File: config.mk
export PLATFORM = sky130hd
export DESIGN_NAME = demux_dispatch_ctrl
export DESIGN_NICKNAME = d
export VERILOG_FILES = /design/src/rtl/demux_ctrl_pkg.sv /design/src/rtl/demux_valid_1x4.sv /design/src/rtl/demux_dispatch_ctrl.sv
export SDC_FILE = /design/constraint.sdc
export NUM_CORES = 1
export LEC_CHECK = 0
export BUFFER_PORTS_ARGS = -buffer_cell sky130_fd_sc_hd__buf_2
export CAP_MARGIN = 20
export CORE_ASPECT_RATIO = 0.8
export CORE_MARGIN = 2
export CORE_UTILIZATION = 45
export CTS_CLUSTER_DIAMETER = 40
export DETAILED_ROUTE_END_ITERATION = 6
export PLACE_DENSITY_LB_ADDON = 0.08
export RECOVER_POWER = 50
export SETUP_SLACK_MARGIN = 0.02
export SLEW_MARGIN = 20
export SYNTH_ARGS = -nofsm -noshare
export SYNTH_HDL_FRONTEND = slang
export SYNTH_SLANG_ARGS = --single-unit
File: constraint.sdc
create_clock -name clk -period 5.7 [get_ports clk]
set_clock_uncertainty 0.1 [all_clocks]
set_input_delay 0.285 -clock clk [delete_from_list [all_inputs] [get_ports clk]]
set_output_delay 0.285 -clock clk [all_outputs]
set_load 0.01 [all_outputs]
File: src/rtl/demux_ctrl_pkg.sv
// Shared definitions for the demux dispatch controller: channel count,
// select width, FSM state encoding and round-robin helper.
package demux_ctrl_pkg;

  localparam int unsigned NUM_OUT = 4;
  localparam int unsigned SEL_W   = 2;

  typedef enum logic {
    ST_IDLE = 1'b0,
    ST_HOLD = 1'b1
  } state_e;

  // Next round-robin channel; the SEL_W-bit add wraps 3 back to 0.
  function automatic logic [SEL_W-1:0] next_sel(input logic [SEL_W-1:0] s);
    return s + SEL_W'(1);
  endfunction

endpackage

File: src/rtl/demux_valid_1x4.sv
// One-hot valid steering: drives exactly bit `sel` of `onehot` when `valid` is set.
module demux_valid_1x4
  import demux_ctrl_pkg::*;
(
  input  logic             valid,
  input  logic [SEL_W-1:0] sel,
  output logic [NUM_OUT-1:0] onehot
);

  always_comb begin
    onehot = '0;
    if (valid) onehot[sel] = 1'b1;
  end

endmodule

File: src/rtl/demux_dispatch_ctrl.sv
// Single-word dispatcher: accepts one word in IDLE, holds it on one of four
// channels until that channel is ready or the wait limit expires.
module demux_dispatch_ctrl
  import demux_ctrl_pkg::*;
#(
  parameter int unsigned DATA_W  = 8,
  parameter int unsigned TIMEOUT = 15
) (
  input  logic               clk,
  input  logic               rst,
  input  logic [DATA_W-1:0]  in_data,
  input  logic               in_valid,
  output logic               in_ready,
  input  logic               mode,
  input  logic [SEL_W-1:0]   fixed_sel,
  output logic [SEL_W-1:0]   sel,
  output logic [DATA_W-1:0]  out_data,
  output logic [NUM_OUT-1:0] out_valid,
  input  logic [NUM_OUT-1:0] out_ready,
  output logic               busy,
  output logic               timeout_pulse
);

  localparam int unsigned CNT_W = $clog2(TIMEOUT + 1);

  state_e              state_q, state_d;
  logic [DATA_W-1:0]   data_q, data_d;
  logic [SEL_W-1:0]    sel_q, sel_d;
  logic [SEL_W-1:0]    rr_q, rr_d;
  logic [CNT_W-1:0]    cnt_q, cnt_d;
  logic                wmode_q, wmode_d;
  logic                pulse_q, pulse_d;
  logic [CNT_W-1:0]    cnt_inc;

  assign cnt_inc = cnt_q + CNT_W'(1);

  always_comb begin
    state_d = state_q;
    data_d  = data_q;
    sel_d   = sel_q;
    rr_d    = rr_q;
    cnt_d   = cnt_q;
    wmode_d = wmode_q;
    pulse_d = 1'b0;
    unique case (state_q)
      ST_IDLE: begin
        if (in_valid) begin
          state_d = ST_HOLD;
          data_d  = in_data;
          sel_d   = mode ? rr_q : fixed_sel;
          wmode_d = mode;
          cnt_d   = '0;
        end
      end
      ST_HOLD: begin
        // Completion is checked first so it wins over a coincident timeout.
        if (out_ready[sel_q]) begin
          state_d = ST_IDLE;
          if (wmode_q) rr_d = next_sel(sel_q);
        end else begin
          cnt_d = cnt_inc;
          if (cnt_inc == CNT_W'(TIMEOUT)) begin
            state_d = ST_IDLE;
            pulse_d = 1'b1;
            if (wmode_q) rr_d = next_sel(sel_q);
          end
        end
      end
    endcase
  end

  always_ff @(posedge clk) begin
    if (rst) begin
      state_q <= ST_IDLE;
      data_q  <= '0;
      sel_q   <= '0;
      rr_q    <= '0;
      cnt_q   <= '0;
      wmode_q <= 1'b0;
      pulse_q <= 1'b0;
    end else begin
      state_q <= state_d;
      data_q  <= data_d;
      sel_q   <= sel_d;
      rr_q    <= rr_d;
      cnt_q   <= cnt_d;
      wmode_q <= wmode_d;
      pulse_q <= pulse_d;
    end
  end

  demux_valid_1x4 u_valid (
    .valid  (state_q == ST_HOLD),
    .sel    (sel_q),
    .onehot (out_valid)
  );

  assign in_ready      = (state_q == ST_IDLE);
  assign busy          = (state_q == ST_HOLD);
  assign sel           = sel_q;
  assign out_data      = data_q;
  assign timeout_pulse = pulse_q;

endmodule

==> results of run 1 <==
[registers in the layout, summed over array words and instances, names as in the netlist]
signal and count:
busy 1, cnt_q 4, out_data 8, rr_q 2, sel 2, timeout_pulse 1, wmode_q 1
[per-layer routing]
metal  global-route usage [%]  vias to the layer above  part of all wire, %
met5                        0                        -                    0
met3                    6.081                        2                  7.1
met4                    4.500                        0                 0.69
li1                         -                      441                    -
met2                    25.95                       24                   44
met1                    22.18                      405                   48
[worst max path at each step]
stage,from,end,slack [ns],depth (start not counted)
floorplan,sel[0],rr_q[0],3.79,5
global placement,sel[0],rr_q[0],3.79,5
detailed placement,sel[0],rr_q[1],3.74,5
CTS,sel[0],rr_q[1],3.73,5
global route,sel[0],rr_q[1],3.63,5
finish,sel[0],rr_q[1],3.75,5
[final cells by class]
cell class	count	area, um^2
tap	24	30.03
timing repair buffer	34	151.4
clock buffer	4	26.28
sequential	19	380.4
multi-input combinational	80	505.5
fill	180	793.3
inverter	6	22.52
[worst reg2reg max path, delay by kind of cell (launching register included)]
family | cells | cell delay, ns
muxes | 2 | 0.81
and+or+nand+nor | 2 | 0.26
DFF | 1 | 0.45
AOI/OAI and AO/OA | 1 | 0.23
[kinds of logic after synthesis]
| family | Yosys count | share of synthesized area [%] |
|---|---|---|
| buffers and inverters | 10 | 4.064 |
| and+or+nand+nor | 44 | 22.90 |
| AOI/OAI and AO/OA | 24 | 15.85 |
| adders and majority gates | 6 | 8.130 |
| DFF | 19 | 41.19 |
| muxes | 6 | 7.859 |
[stage by stage]
stage | setup WS [ns] | instances | util (%) | power [mW]
after floorplan | 3.787 | 109 | - | 0.1731
after global placement | 3.795 | 163 | 58.06 | 0.1901
after detailed placement | 3.737 | 163 | 58.06 | 0.1910
after CTS | 3.729 | 167 | 59.44 | 0.2569
after global routing | 3.630 | 167 | 58.45 | 0.2670
final | 3.748 | 167 | 58.45 | 0.2508
[placed cells by master (no fill, tap or decap), drive strengths merged, types with 2 or more instances in the layout]
cell type / instances
nand2: 19
dfxtp: 19
buf: 19
clkbuf: 19
a21oi: 15
nor2: 9
inv: 6
ha: 6
mux2i: 5
and2: 4
a211oi: 3
nand3: 2
nand2b: 2
o21ai: 2
nor4: 2
[where the power goes]
group          total, mW  internal, mW  switching [mW]
clock             0.0649        0.0272          0.0377
sequential         0.146         0.139         0.00678
combinational     0.0400        0.0170          0.0230
total              0.251         0.183          0.0675
==> flow_summary.toml, run 1 <==
[route]
post-route-drc-count = 0
dr.pass1.iters = 5
drtIter0Drc = 7
wl_um = 1880
wire_per_inst_um = 11.26
via_per_inst = 5.222
antenna_left = 0
via_count = 872

[setup_path]
reg2reg_setup_slack_ns = 3.75
start_kind = "flop"
cpLargestDelayFamily = "multiplexers"
path_buf_inv = 0
critPathSlowestCell = "mux4_2"
r2r_start = "sel[0]"
r2r_end = "rr_q[1]"
cp-end-kind = "flop"
cp.arrival_ns = 2.03
critical_path_class = "flop to flop"
critPathMaxFanout = 6
required_ns = 5.78
path_cells = "mux4_2, and3_4, a211oi_2, mux2i_1, nor2_1"
rr_worst_depth = 5
crit_path_max_incr_delay_ns = 0.59

[timing]
max_clock_freq_ghz = 0.5123
finalMaxSlewViolations = 0
rsz0062_at_grt = "no"
relSlewSlack_pct = 41.16
final.period_utilization_pct = 34.25
hold_ws_ns = 0.1224
final_hold_viol_count = 0
finalCriticalPeriod_ns = 1.952
setup_violations = 0
setup_tns_ns = 0
worstMarginPinSlew_ns = 0.8808

[power_and_ir_drop]
p_per_area_nw_per_um2 = 224.7
p_leak_nw = 0.4770
peakVddDrop_mv = 0.1708

[die]
io_pins = 35
dieHeight_um = 44.52
floorplan.initialDensity_pct = 48.36
die_w_um = 54.65
core-area_um2 = 1909
dieArea_um2 = 2433
rows = 14

[clock_network]
insertion_delay_ns = 0.29
cts.sinks = 19
root_buffer = "clkbuf_4"
postCtsSetupBuffers = 0
clk_pin_slew_worst_paths_ns = 0.10
hold_buffers = 0
htree_num_levels = 1
cts_tree = "yes"
cts_buffers = 3
cts_resized = 0
cts_buffer_depth = 2

[grt]
first_global_vias = 681
grt_pass1_wl_um = 2939
grt_max_degree = 21
grtUsageTotal_pct = 16.85
grt_overflow = 0
antenna_found_initial = 0

[min_path]
min_path_type = "input pin to flop"
min_to = "out_data[2]"
hold_start = "in_data[2]"
hold_depth = 3

[logic_synthesis]
ys.flop_type = "dfxtp_1"
netlist.area_leader.share_pct = 41.19
syn_nets = 133
seq_area_frac_synth_pct = 41.19
avgSynthCellArea_um2 = 8.471
ys_types = 26
yosys.area.top_type = "dfxtp_1"
synth.ff_latch_count = 19
netlist_top_cells_area = "dfxtp_1, a21oi_1, ha_1"
yosysWarnings = 0
ys_async_sr_fraction_pct = 0
synth_common_cells = "dfxtp_1, nand2_1, a21oi_1"
syn_area_um2 = 923.4
netlist_instances = 109
synth_edf_count = 0

[final_layout]
syn_to_final_growth_pct = 20.87
drive_gt1_share_pct = 18.88
antennaDiodeCount = 0
final_area_um2 = 1116
nNetsFinal = 168

[job]
maxCapViolations = 0

[place]
place_area_um2 = 1109
dp_hpwl_um = 1424
port-buffer-count = 34
gp_congestion = 0.7997

[run_status]
outcome = "finished clean"
Note: power is estimated with default switching activity, not from simulation.
==> inputs of run 2 (changes only) <==
==> constraint.sdc (replaced) <==
create_clock -name clk -period 2 [get_ports clk]
set_clock_uncertainty 0.1 [all_clocks]
set_input_delay 0.1 -clock clk [delete_from_list [all_inputs] [get_ports clk]]
set_output_delay 0.1 -clock clk [all_outputs]
set_load 0.01 [all_outputs]
==> flow_summary.toml, run 2 (synthesis results as in run 1) <==
[min_path]
min_path_type = "input pin to flop"
hold_start = "fixed_sel[0]"

[setup_path]
rr_worst_depth = 5
cp.depth = 5
path_cells = "mux4_2, and3_4, a211oi_2, mux2i_1, nor2_1"
critPathSlowestCell = "mux4_2"
endpoint = "rr_q[1]"
crit_path_max_incr_delay_ns = 0.56
required_ns = 2.07
cp-startpoint = "sel[0]"
reg2reg_setup_slack_ns = 0.14
critPathMaxFanout = 6
critical_path_class = "flop to flop"
start_kind = "flop"
cp.arrival_ns = 1.93
r2r_start = "sel[0]"
path_buf_inv = 0
r2r_end = "rr_q[1]"
cp-end-kind = "flop"
cpLargestDelayFamily = "multiplexers"

[route]
via_per_inst = 4.927
wire_per_inst_um = 10.85
post-route-drc-count = 0
dr.pass1.iters = 4
wl_um = 1932
via_count = 877
drtIter0Drc = 15
antenna_left = 0

[power_and_ir_drop]
power.total_uw = 733.3
p_leak_nw = 0.5251
peakVddDrop_mv = 0.3880
p_per_area_nw_per_um2 = 602.9

[clock_network]
cts_resized = 0
postCtsSetupBuffers = 0
cts_tree = "yes"
insertion_delay_ns = 0.29
htree_num_levels = 1
cts.sinks = 19
clk_pin_slew_worst_paths_ns = 0.10
root_buffer = "clkbuf_4"
hold_buffers = 9
cts_buffers = 3
cts_buffer_depth = 2

[final_layout]
antennaDiodeCount = 0
drive_gt1_share_pct = 18.83
largest_reg_flops = 8
nNetsFinal = 179
final_util_pct = 63.70
syn_to_final_growth_pct = 31.71
multi_input_area_um2 = 505.5
final_common_cell = "buf_2"
seq_area_um2 = 380.4
layout.filler_cells = 185
final_cell_mix = "buf_2, nand2_1, dfxtp_1"
final_area_um2 = 1216

[timing]
final_hold_viol_count = 0
rsz0062_at_grt = "no"
max_clock_freq_ghz = 0.5389
hold_ws_ns = 0.05141
setup_violations = 0
worstMarginPinSlew_ns = 0.5413
finalMaxSlewViolations = 0
relSlewSlack_pct = 63.91
setup_tns_ns = 0
finalCriticalPeriod_ns = 1.856
final.period_utilization_pct = 92.78

[grt]
grt_overflow = 0
first_global_vias = 796
grt_pass1_wl_um = 3367
grtUsageTotal_pct = 19.00
antenna_found_initial = 0
grt_max_degree = 21

[die]
floorplan.initialDensity_pct = 48.36
core-area_um2 = 1909
die_w_um = 54.65
rows = 14
dieArea_um2 = 2433
dieHeight_um = 44.52
io_pins = 35

[place]
gp_congestion = 0.8148
port-buffer-count = 34
place_area_um2 = 1124
dp_hpwl_um = 1402

[run_status]
outcome = "finished clean"

[job]
maxCapViolations = 0
## run 2: changes by cell type in the layout (fill, tap and decap cells not counted)
cell           before  now
dlygate4sd3_1       0    9
buf_2              19   21
## run 2: per-stage QoR
stage / worst slack (ns) / instances
floorplan: 0.08686 / 109
global placement: 0.2023 / 165
detailed placement: 0.1502 / 165
CTS: 0.1286 / 178
global route: 0.05004 / 178
finish: 0.1444 / 178
## run 2: how the worst min path moves through the flow
stage / endpoint / slack (ns) / cells after the start
6_report: sel[0] / 0.05 / 3
5_1_grt: sel[0] / 0.07 / 3
4_1_cts: sel[0] / 0.04 / 3
3_5_place_dp: out_data[1] / 0.25 / 3
3_3_place_gp: out_data[1] / 0.24 / 3
2_1_floorplan: wmode_q / 0.14 / 2
## run 2: final cells by class
class	count	share of cell area [%]
Multi-Input combinational cell	80	41.56
Sequential cell	19	31.28
Timing Repair Buffer	45	20.68
Tap cell	24	2.469
Clock buffer	4	2.160
Inverter	6	1.852
## run 2: layer usage
layer  vias to the layer above  global-route usage (%)  routed length, um
met1                       392                   24.22                922
met2                        19                   30.95                899
met4                         0                   4.500                 13
met3                         2                   6.081                 96
li1                        464                       -                  -
met5                         -                       0                  0
## run 2: worst register-to-register path: stages (launching register included)
cell and delay, ns:
dfxtp_1 0.36, mux4_2 0.56, and3_4 0.21, a211oi_2 0.23, mux2i_1 0.22, nor2_1 0.06
## run 2: report_power, final
group | leakage [nW] | switching, mW | internal, mW
clock | 0.0150 | 0.110 | 0.0775
combinational | 0.355 | 0.0702 | 0.0616
sequential | 0.155 | 0.0173 | 0.397
total | 0.525 | 0.197 | 0.536
